<file path="src/rtl/latch_bank_arbiter_if.sv">
// Requester/latch-bank bundle for latch_bank_arbiter.
// master = client/bench side, slave = the arbiter.
interface latch_bank_arbiter_if #(
  parameter int W  = 8,
  parameter int N  = 4,
  parameter int AW = 2
);
  logic          req0;
  logic [AW-1:0] addr0;
  logic [W-1:0]  d0;
  logic          req1;
  logic [AW-1:0] addr1;
  logic [W-1:0]  d1;
  logic [W-1:0]  ld;
  logic [N-1:0]  le;
  logic          ack0;
  logic          ack1;
  logic          gnt0;
  logic          gnt1;
  logic          busy;
  logic          err;

  modport master (
    output req0, addr0, d0, req1, addr1, d1,
    input  ld, le, ack0, ack1, gnt0, gnt1, busy, err
  );

  modport slave (
    input  req0, addr0, d0, req1, addr1, d1,
    output ld, le, ack0, ack1, gnt0, gnt1, busy, err
  );
endinterface

</file>
<file path="src/rtl/latch_bank_arbiter.sv">
// Round-robin write arbiter for a shared bank of level-sensitive latches.
// Each write runs setup -> enable -> hold so latch data is stable around the transparent window.
//
// state  | meaning
// IDLE   | waiting for a request; LD keeps its last value
// SETUP  | LD driven with captured data, LE low
// ENABLE | LE[captured addr] high for EN_CYCLES cycles
// HOLD   | LE low, LD held, ACK (and ERR if addr out of range)
module latch_bank_arbiter #(
  parameter int W         = 8,
  parameter int N         = 4,
  parameter int AW        = 2,
  parameter int EN_CYCLES = 1
) (
  input  logic                   c,
  input  logic                   r,
  latch_bank_arbiter_if.slave    bus
);
  localparam int EN_EFF = (EN_CYCLES < 1) ? 1 : EN_CYCLES;
  localparam int CW     = (EN_EFF > 1) ? $clog2(EN_EFF) : 1;

  typedef enum logic [1:0] {IDLE, SETUP, ENABLE, HOLD} state_t;

  state_t        state, state_nxt;
  logic [CW-1:0] cnt, cnt_nxt;
  logic          last, last_nxt;
  logic [AW-1:0] cap_addr, cap_addr_nxt;
  logic [W-1:0]  cap_data, cap_data_nxt;

  logic [W-1:0]  ld_q, ld_nxt;
  logic [N-1:0]  le_q, le_nxt;
  logic          ack0_q, ack0_nxt;
  logic          ack1_q, ack1_nxt;
  logic          gnt0_q, gnt0_nxt;
  logic          gnt1_q, gnt1_nxt;
  logic          busy_q, busy_nxt;
  logic          err_q, err_nxt;

  always_ff @(posedge c) begin
    if (r) begin
      state    <= IDLE;
      cnt      <= '0;
      last     <= 1'b1;
      cap_addr <= '0;
      cap_data <= '0;
    end else begin
      state    <= state_nxt;
      cnt      <= cnt_nxt;
      last     <= last_nxt;
      cap_addr <= cap_addr_nxt;
      cap_data <= cap_data_nxt;
    end
  end

  // last doubles as the owner of the current slot: it is set to the winner at grant.
  always_comb begin
    state_nxt    = state;
    cnt_nxt      = cnt;
    last_nxt     = last;
    cap_addr_nxt = cap_addr;
    cap_data_nxt = cap_data;
    case (state)
      IDLE: begin
        if (bus.req0 && (!bus.req1 || last)) begin
          last_nxt     = 1'b0;
          cap_addr_nxt = bus.addr0;
          cap_data_nxt = bus.d0;
          state_nxt    = SETUP;
        end else if (bus.req1) begin
          last_nxt     = 1'b1;
          cap_addr_nxt = bus.addr1;
          cap_data_nxt = bus.d1;
          state_nxt    = SETUP;
        end
      end
      SETUP: begin
        cnt_nxt   = CW'(EN_EFF - 1);
        state_nxt = ENABLE;
      end
      ENABLE: begin
        if (cnt == '0) state_nxt = HOLD;
        else           cnt_nxt   = cnt - 1'b1;
      end
      HOLD:    state_nxt = IDLE;
      default: state_nxt = IDLE;
    endcase
  end

  // Outputs are decoded from the next state and registered, so LE has no input-to-output path.
  always_comb begin
    ld_nxt   = ld_q;
    le_nxt   = '0;
    ack0_nxt = 1'b0;
    ack1_nxt = 1'b0;
    gnt0_nxt = 1'b0;
    gnt1_nxt = 1'b0;
    busy_nxt = 1'b0;
    err_nxt  = 1'b0;
    if (state_nxt != IDLE) begin
      ld_nxt   = cap_data_nxt;
      busy_nxt = 1'b1;
      gnt0_nxt = !last_nxt;
      gnt1_nxt = last_nxt;
    end
    if (state_nxt == ENABLE) begin
      for (int i = 0; i < N; i++) begin
        if (cap_addr_nxt == AW'(i)) le_nxt[i] = 1'b1;
      end
    end
    if (state_nxt == HOLD) begin
      ack0_nxt = !last_nxt;
      ack1_nxt = last_nxt;
      err_nxt  = (int'(cap_addr_nxt) >= N);
    end
  end

  always_ff @(posedge c) begin
    if (r) begin
      ld_q   <= '0;
      le_q   <= '0;
      ack0_q <= 1'b0;
      ack1_q <= 1'b0;
      gnt0_q <= 1'b0;
      gnt1_q <= 1'b0;
      busy_q <= 1'b0;
      err_q  <= 1'b0;
    end else begin
      ld_q   <= ld_nxt;
      le_q   <= le_nxt;
      ack0_q <= ack0_nxt;
      ack1_q <= ack1_nxt;
      gnt0_q <= gnt0_nxt;
      gnt1_q <= gnt1_nxt;
      busy_q <= busy_nxt;
      err_q  <= err_nxt;
    end
  end

  assign bus.ld   = ld_q;
  assign bus.le   = le_q;
  assign bus.ack0 = ack0_q;
  assign bus.ack1 = ack1_q;
  assign bus.gnt0 = gnt0_q;
  assign bus.gnt1 = gnt1_q;
  assign bus.busy = busy_q;
  assign bus.err  = err_q;
endmodule

</file>
<file path="src/flat_wrapper.sv">
// flat-port wrapper written by rule: the top's interface ports become plain ports
module latch_bank_arbiter_flat 
#(
  parameter int W         = 8,
  parameter int N         = 4,
  parameter int AW        = 2,
  parameter int EN_CYCLES = 1
)
  (c, r, bus_req0, bus_addr0, bus_d0, bus_req1, bus_addr1, bus_d1, bus_ld, bus_le, bus_ack0, bus_ack1, bus_gnt0, bus_gnt1, bus_busy, bus_err);
  latch_bank_arbiter_if #(.W(W), .N(N), .AW(AW)) bus_i ();
  input  logic c;
  input  logic r;
  input wire logic [$bits(bus_i.req0)-1:0] bus_req0;
  input wire logic [$bits(bus_i.addr0)-1:0] bus_addr0;
  input wire logic [$bits(bus_i.d0)-1:0] bus_d0;
  input wire logic [$bits(bus_i.req1)-1:0] bus_req1;
  input wire logic [$bits(bus_i.addr1)-1:0] bus_addr1;
  input wire logic [$bits(bus_i.d1)-1:0] bus_d1;
  output wire logic [$bits(bus_i.ld)-1:0] bus_ld;
  output wire logic [$bits(bus_i.le)-1:0] bus_le;
  output wire logic [$bits(bus_i.ack0)-1:0] bus_ack0;
  output wire logic [$bits(bus_i.ack1)-1:0] bus_ack1;
  output wire logic [$bits(bus_i.gnt0)-1:0] bus_gnt0;
  output wire logic [$bits(bus_i.gnt1)-1:0] bus_gnt1;
  output wire logic [$bits(bus_i.busy)-1:0] bus_busy;
  output wire logic [$bits(bus_i.err)-1:0] bus_err;
  assign bus_i.req0 = bus_req0;
  assign bus_i.addr0 = bus_addr0;
  assign bus_i.d0 = bus_d0;
  assign bus_i.req1 = bus_req1;
  assign bus_i.addr1 = bus_addr1;
  assign bus_i.d1 = bus_d1;
  assign bus_ld = bus_i.ld;
  assign bus_le = bus_i.le;
  assign bus_ack0 = bus_i.ack0;
  assign bus_ack1 = bus_i.ack1;
  assign bus_gnt0 = bus_i.gnt0;
  assign bus_gnt1 = bus_i.gnt1;
  assign bus_busy = bus_i.busy;
  assign bus_err = bus_i.err;
  latch_bank_arbiter #(.W(W), .N(N), .AW(AW), .EN_CYCLES(EN_CYCLES)) u_core (.c(c), .r(r), .bus(bus_i));
endmodule
</file>
<file path="config.mk">
export PLATFORM = sky130hd
export DESIGN_NAME = latch_bank_arbiter_flat
export DESIGN_NICKNAME = d
export VERILOG_FILES = /design/src/rtl/latch_bank_arbiter_if.sv /design/src/rtl/latch_bank_arbiter.sv /design/src/flat_wrapper.sv
export SDC_FILE = /design/constraint.sdc
export NUM_CORES = 1
export LEC_CHECK = 0
export CAP_MARGIN = 25
export CORE_ASPECT_RATIO = 1.4
export CORE_UTILIZATION = 30
export CTS_BUF_LIST = sky130_fd_sc_hd__clkbuf_4
export DETAILED_ROUTE_END_ITERATION = 7
export PLACE_DENSITY = 0.64
export SETUP_SLACK_MARGIN = 0.1
export SYNTH_ARGS = -nofsm -noshare
export SYNTH_HDL_FRONTEND = slang
export SYNTH_SLANG_ARGS = --single-unit
</file>
<file path="constraint.sdc">
create_clock -name c -period 3.15 [get_ports c]
set_clock_uncertainty 0.1 [all_clocks]
set_input_delay 0.4725 -clock c [delete_from_list [all_inputs] [get_ports c]]
set_output_delay 0.4725 -clock c [all_outputs]
set_load 0.05 [all_outputs]
</file>
==> flow_metrics.tcl, run 1 <==
set metrics [dict create \
    status "finished clean" \
    num_vias 1039 \
    hold_start "u_core.bus.ld[0]$_SDFFE_PP0P_" \
    post-cts-setup-buffers 0 \
    p_leak_uw 0.000645 \
    timing.fmax_ghz 0.480 \
    drc 0 \
    coreArea_um2 3950 \
    die_y_um 78.1 \
    gp_congestion 0.669 \
    setup_slack_ns 1.07 \
    relSlewSlack 0.586 \
    post_drt_wl_per_cell_um 13.7 \
    layout-drive-gt1-share 0.102 \
    syn_to_final_growth_pct 39.1 \
    cts.htree.levels 2 \
    grt_max_degree 25 \
    clockPowerShare 0.197 \
    post_cts_resized 0 \
    ys_ff_latch 30 \
    place_ws_ns 0.887 \
    min_period_over_period 0.661 \
    p_comb_frac 0.460 \
    io_buffers 40 \
    vdd.ir_drop.worst_v 0.000569 \
    syn_avg_cell_area_um2 9.93 \
    final-instance-count-excl-fill 210 \
    initial_core_util 0.314 \
    routed_wl_mm 2.87 \
    swShare 0.406 \
    crit_chain "clkdlybuf4s50_1" \
    slowest_delay_ns 0.81 \
    tns_ns 0 \
    hold-path-cell-count 2 \
    path_buf_inv 1 \
    n_antenna_cell 0 \
    tightestPinTransition_ns 0.619 \
    cts_buffer_depth 2 \
    viasPerCell 4.95 \
    cp_slowest_cell "clkdlybuf4s50_1" \
    path_max_fanout 2 \
    drtAntennaViolNets 0 \
    switchingPower_uw 624 \
    power_frac_seq 0.343 \
    place_inst 202 \
    drt_first_pass_iters 4 \
    cts_inserted_buffers 5 \
    layout.nets 195 \
    setup_viol 0 \
    hold_end "u_core.bus.ld[0]$_SDFFE_PP0P_" \
    rsz0062_at_grt "no" \
    cts.reportedPaths.clkPinSlew_ns 0.10 \
    post-route-util 0.437 \
    maxCapViolations 0 \
    reg2reg_from "u_core.state[0]$_SDFF_PP0_" \
    synth_cell_types 32 \
    ys_seq_area_frac 0.484 \
    die-width_um 56.4 \
    end_kind "output pin" \
    yosys_warnings 0 \
    rrSetupSlack_ns 1.37 \
    syn_inst 125 \
    cts_root_buffer "clkbuf_4" \
    die_area_um2 4400 \
    power_per_cell_area_nw_per_um2 891 \
    finalMaxSlewViolations 0 \
    io_pins 42 \
    place_hpwl_mm 2.10 \
    hold_path_class "flip-flop to flip-flop" \
    critPathKind "flip-flop to output pin" \
    crit_arrival_ns 1.51 \
    clkLatencyLatePin_ns 0.33 \
    cp.required_ns 2.58 \
    period_needed_ns 2.08 \
    grt.overflow.total 0 \
    hold_buffers 0 \
    power.internal_uw 914 \
    ff2ff_path_depth 6 \
    synth_fp_nets 154 \
    rows 27 \
    grt_pass1_vias 1039 \
    synth_area_um2 1240 \
    cts_sinks 30 \
    critical_path.top_delay_family "buffers and inverters" \
    grt_pass1_wl_mm 4.65 \
    drtIter0Drc 26 \
    r2r-end "u_core.bus.le[0]$_SDFF_PP0_" \
    hold_viol_final 0 \
    antenna_found_initial 0 \
    cts_tree "yes" \
    cp-start-kind "flip-flop" \
    gr-usage-all-layers 0.141 \
    num-fill-cells 385 \
]
==> layout make-up <==
cell class	count	area (um^2)	area share
Clock buffer	5	37.5	0.0217
Clock inverter	3	40.0	0.0232
Inverter	4	15.0	0.00870
Multi-Input combinational cell	84	572	0.331
Sequential cell	30	601	0.348
Tap cell	43	53.8	0.0312
Timing Repair Buffer	41	408	0.236
==> per-stage QoR <==
| step | instance area, um^2 | power, uW | hold WS, ns |
|---|---|---|---|
| after floorplan | 1240 | 1060 | 0.407 |
| after global placement | 1650 | 1230 | 0.377 |
| after detailed placement | 1650 | 1240 | 0.376 |
| after CTS | 1730 | 1560 | 0.397 |
| after global routing | 1730 | 1630 | 0.421 |
| final | 1730 | 1540 | 0.401 |
==> registers in the layout, indices dropped and copies added, names as in the netlist <==
register	count
u_core.bus.ld	8
u_core.cap_data	8
u_core.bus.le	4
u_core.cap_addr	2
u_core.state	2
u_core.bus.ack0	1
u_core.bus.ack1	1
u_core.bus.busy	1
u_core.bus.gnt0	1
u_core.bus.gnt1	1
u_core.last	1
==> cells by family after synthesis <==
| group | synth area share |
|---|---|
| compound gates | 0.221 |
| fa+ha+maj | 0.0504 |
| buf+inv | 0.0554 |
| flops | 0.484 |
| other cells | 0.00302 |
| simple gates | 0.186 |
==> per-layer routing <==
layer  GRT usage  wire length [um]  part of all wire
met2       0.225              1450              0.50
met5           0                 0                 0
met3      0.0428               122             0.043
met1       0.157              1190              0.42
met4       0.105               111             0.039
==> layout by cell type (no fill, tap or decap) <==
master / n
clkdlybuf4s50_1: 40
dfxtp_1: 30
nor2_1: 13
nand2b_1: 11
o21ai_1: 10
o32a_1: 8
o22ai_1: 8
nor2b_1: 5
ha_1: 5
clkbuf_4: 5
inv_1: 3
nand2_1: 3
nor3_1: 3
a21oi_1: 2
nor3b_1: 2
clkinv_2: 2
o31ai_2: 1
a21boi_2: 1
nand2_2: 1
o21a_2: 1
a22oi_1: 1
nand3b_2: 1
nand2b_2: 1
inv_2: 1
and2b_1: 1
a32oi_2: 1
or2b_1: 1
a32oi_1: 1
a2111o_1: 1
o31ai_1: 1
conb_1: 1
bufinv_16: 1
buf_4: 1
==> synthesized netlist by cell type (all sizes together) <==
| master | number | area, um^2 |
|---|---|---|
| o22ai | 8 | 50.1 |
| o32a | 8 | 80.1 |
| ha | 5 | 62.6 |
| dfxtp | 30 | 601 |
| nor2b | 5 | 31.3 |
| a22oi | 1 | 7.51 |
| a32oi | 2 | 25.0 |
| a21boi | 1 | 11.3 |
| conb | 1 | 3.75 |
| nor3b | 2 | 15.0 |
| o31ai | 2 | 20.0 |
| a2111o | 1 | 11.3 |
| buf | 5 | 46.3 |
| nor2 | 13 | 48.8 |
| or2b | 1 | 7.51 |
| inv | 4 | 15.0 |
| nor3 | 3 | 15.0 |
| o21a | 1 | 8.76 |
| o21ai | 10 | 50.1 |
| nand2 | 4 | 17.5 |
| nand3b | 1 | 11.3 |
| a21oi | 2 | 10.0 |
| and2b | 1 | 7.51 |
| nand2b | 12 | 77.6 |
| clkbuf | 2 | 7.51 |
==> power by group through the flow <==
stage	combinational, uW	sequential (uW)	clock (uW)
after floorplan	323	734	0
after global placement	694	532	0
after detailed placement	709	535	0
after CTS	713	528	314
after global routing	764	537	326
final	708	528	303
==> how the worst max path moves through the flow <==
stage          depth (start not counted)  slack [ns]                           from                            end
2_1_floorplan                          7        1.51     u_core.state[0]$_SDFF_PP0_    u_core.bus.le[1]$_SDFF_PP0_
3_3_place_gp                           5        0.94                       bus_req1  u_core.bus.ld[3]$_SDFFE_PP0P_
3_5_place_dp                           5        0.89                       bus_req1  u_core.bus.ld[3]$_SDFFE_PP0P_
4_1_cts                                1        1.05  u_core.bus.ld[5]$_SDFFE_PP0P_                      bus_ld[5]
5_1_grt                                1        1.02  u_core.bus.ld[6]$_SDFFE_PP0P_                      bus_ld[6]
6_report                               1        1.07  u_core.bus.ld[5]$_SDFFE_PP0P_                      bus_ld[5]
Power figures use the tool's default switching activity.
==> run 2, diff against run 1 <==
- PLACE_DENSITY: 0.64 -> 0.66
- clock period: 3.15 -> 1.7 ns (I/O delays scaled with it)
==> flow_metrics.tcl, run 2 (synthesis results as in run 1) <==
set metrics [dict create \
    hold_path_class "flip-flop to flip-flop" \
    cts_buffer_depth 2 \
    die_area_um2 4400 \
    n_antenna_cell 0 \
    drtAntennaViolNets 0 \
    ff2ff_path_depth 6 \
    hold_buffers 0 \
    power_frac_seq 0.309 \
    path_buf_inv 1 \
    cts_inserted_buffers 5 \
    route.met2.wl_mm 1.87 \
    io_pins 42 \
    finalMaxSlewViolations 0 \
    coreArea_um2 3950 \
    swShare 0.389 \
    vdd.ir_drop.worst_v 0.00106 \
    end_kind "flip-flop" \
    rrSetupSlack_ns 0.15 \
    routed_wl_mm 3.30 \
    wl_met3_um 97 \
    crit_arrival_ns 1.70 \
    cp_slowest_cell "a2111o_1" \
    startpoint "u_core.state[1]$_SDFF_PP0_" \
    layout-drive-gt1-share 0.318 \
    maxCapViolations 0 \
    final_cell_mix "buf_4 (30), dfxtp_1 (28), clkdlybuf4s50_1 (22), nor2_1 (12), nand2b_1 (10)" \
    gp_congestion 0.798 \
    cts_sinks 30 \
    post_drt_wl_per_cell_um 14.9 \
    rsz0062_at_grt "yes" \
    cts.htree.levels 2 \
    grt_pass1_vias 1108 \
    initial_core_util 0.314 \
    cts.reportedPaths.clkPinSlew_ns 0.10 \
    gr-usage-all-layers 0.150 \
    clkLatencyLatePin_ns 0.33 \
    setup_viol 0 \
    dpl_cell_area_um2 1680 \
    grt.overflow.total 0 \
    reg2reg_from "u_core.state[1]$_SDFF_PP0_" \
    num-fill-cells 372 \
    p_comb_frac 0.468 \
    path_max_fanout 8 \
    switchingPower_uw 1240 \
    drtIter0Drc 25 \
    critPathKind "flip-flop to flip-flop" \
    grt_pass1_wl_mm 4.96 \
    final-instance-count-excl-fill 222 \
    critical_path.top_delay_family "compound AO/OA/AOI/OAI gates" \
    status "finished clean" \
    tns_ns 0 \
    clockPowerShare 0.223 \
    antenna_found_initial 0 \
    power_per_cell_area_nw_per_um2 1710 \
    syn_to_final_growth_pct 50.2 \
    hold-path-cell-count 2 \
    cts_tree "yes" \
    die-width_um 56.4 \
    whs_ns 0.394 \
    crit_chain "inv_2 > ha_4 > and2b_1 > a32oi_2 > a2111o_1 > o31ai_1" \
    period_needed_ns 1.55 \
    timing.fmax_ghz 0.644 \
    place_inst 212 \
    grt_max_degree 19 \
    cp-start-kind "flip-flop" \
    p_leak_uw 0.000770 \
    num_vias 1123 \
    die_y_um 78.1 \
    viasPerCell 5.06 \
    hold_viol_final 0 \
    slowest_delay_ns 0.40 \
    top_layer "met4" \
    r2r-end "u_core.bus.le[0]$_SDFF_PP0_" \
    final_common_cell "buf_4" \
    path_depth 6 \
    post-route-util 0.472 \
    min_period_over_period 0.913 \
    layout.nets 207 \
    place_hpwl_mm 2.34 \
    crit_path_end "u_core.bus.le[0]$_SDFF_PP0_" \
    drt-met1-wl_mm 1.26 \
    drc 0 \
    rows 27 \
    fin_area_um2 1860 \
    drt_first_pass_iters 4 \
    io_buffers 40 \
    power.internal_uw 1950 \
    cp.required_ns 1.85 \
    cts_root_buffer "clkbuf_4" \
]
-- run 2: repair_timing --
item | CTS | global route
gates resized for setup | 6 | 11
endpoints found under the setup margin | 21 | 15
setup buffers | 0 | 2
pin swaps | 2 | 4
-- run 2: how the worst min path moves through the flow --
stage | startpoint | end
after floorplan | bus_d1[0] | u_core.cap_data[0]$_SDFF_PP0_
after global placement | u_core.bus.ld[6]$_SDFFE_PP0P_ | u_core.bus.ld[6]$_SDFFE_PP0P_
after detailed placement | u_core.bus.ld[2]$_SDFFE_PP0P_ | u_core.bus.ld[2]$_SDFFE_PP0P_
after CTS | u_core.bus.ld[2]$_SDFFE_PP0P_ | u_core.bus.ld[2]$_SDFFE_PP0P_
after global routing | u_core.bus.ld[2]$_SDFFE_PP0P_ | u_core.bus.ld[2]$_SDFFE_PP0P_
final | u_core.bus.ld[2]$_SDFFE_PP0P_ | u_core.bus.ld[2]$_SDFFE_PP0P_
-- run 2: final cells by class --
type	count	area, um^2	area share
multi-input combinational	84	633	0.340
sequential	30	603	0.323
tap	43	53.8	0.0289
inverter	4	15.0	0.00805
timing repair buffer	53	458	0.246
clock buffer	5	37.5	0.0201
clock inverter	3	63.8	0.0342
-- run 2: metrics by stage --
stage          total power, uW  setup WS, ns
2_1_floorplan             1960        0.0985
3_3_place_gp              2320        -0.273
3_5_place_dp              2360        -0.358
4_1_cts                   3120        0.0973
5_1_grt                   3350        0.0822
6_report                  3200         0.147
-- run 2: power groups by stage --
| stage | Combinational, uW | Sequential, uW | Clock (uW) |
|---|---|---|---|
| CTS | 1410 | 986 | 722 |
| floorplan | 597 | 1360 | 0 |
| global route | 1590 | 1010 | 755 |
| finish | 1500 | 987 | 712 |
| detailed placement | 1370 | 995 | 0 |
| global placement | 1340 | 983 | 0 |
-- run 2: routing by layer --
layer | vias to the layer above | global-route usage
li1 | 550 | -
met1 | 537 | 0.144
met2 | 30 | 0.286
met3 | 6 | 0.0362
met4 | 0 | 0.0805
met5 | - | 0
-- run 2: worst reg2reg max path, stage by stage, from the launching register on --
cell      delay [ns]
dfxtp_2         0.35
inv_2           0.08
ha_4            0.18
and2b_1         0.16
a32oi_2         0.14
a2111o_1        0.40
o31ai_1         0.06
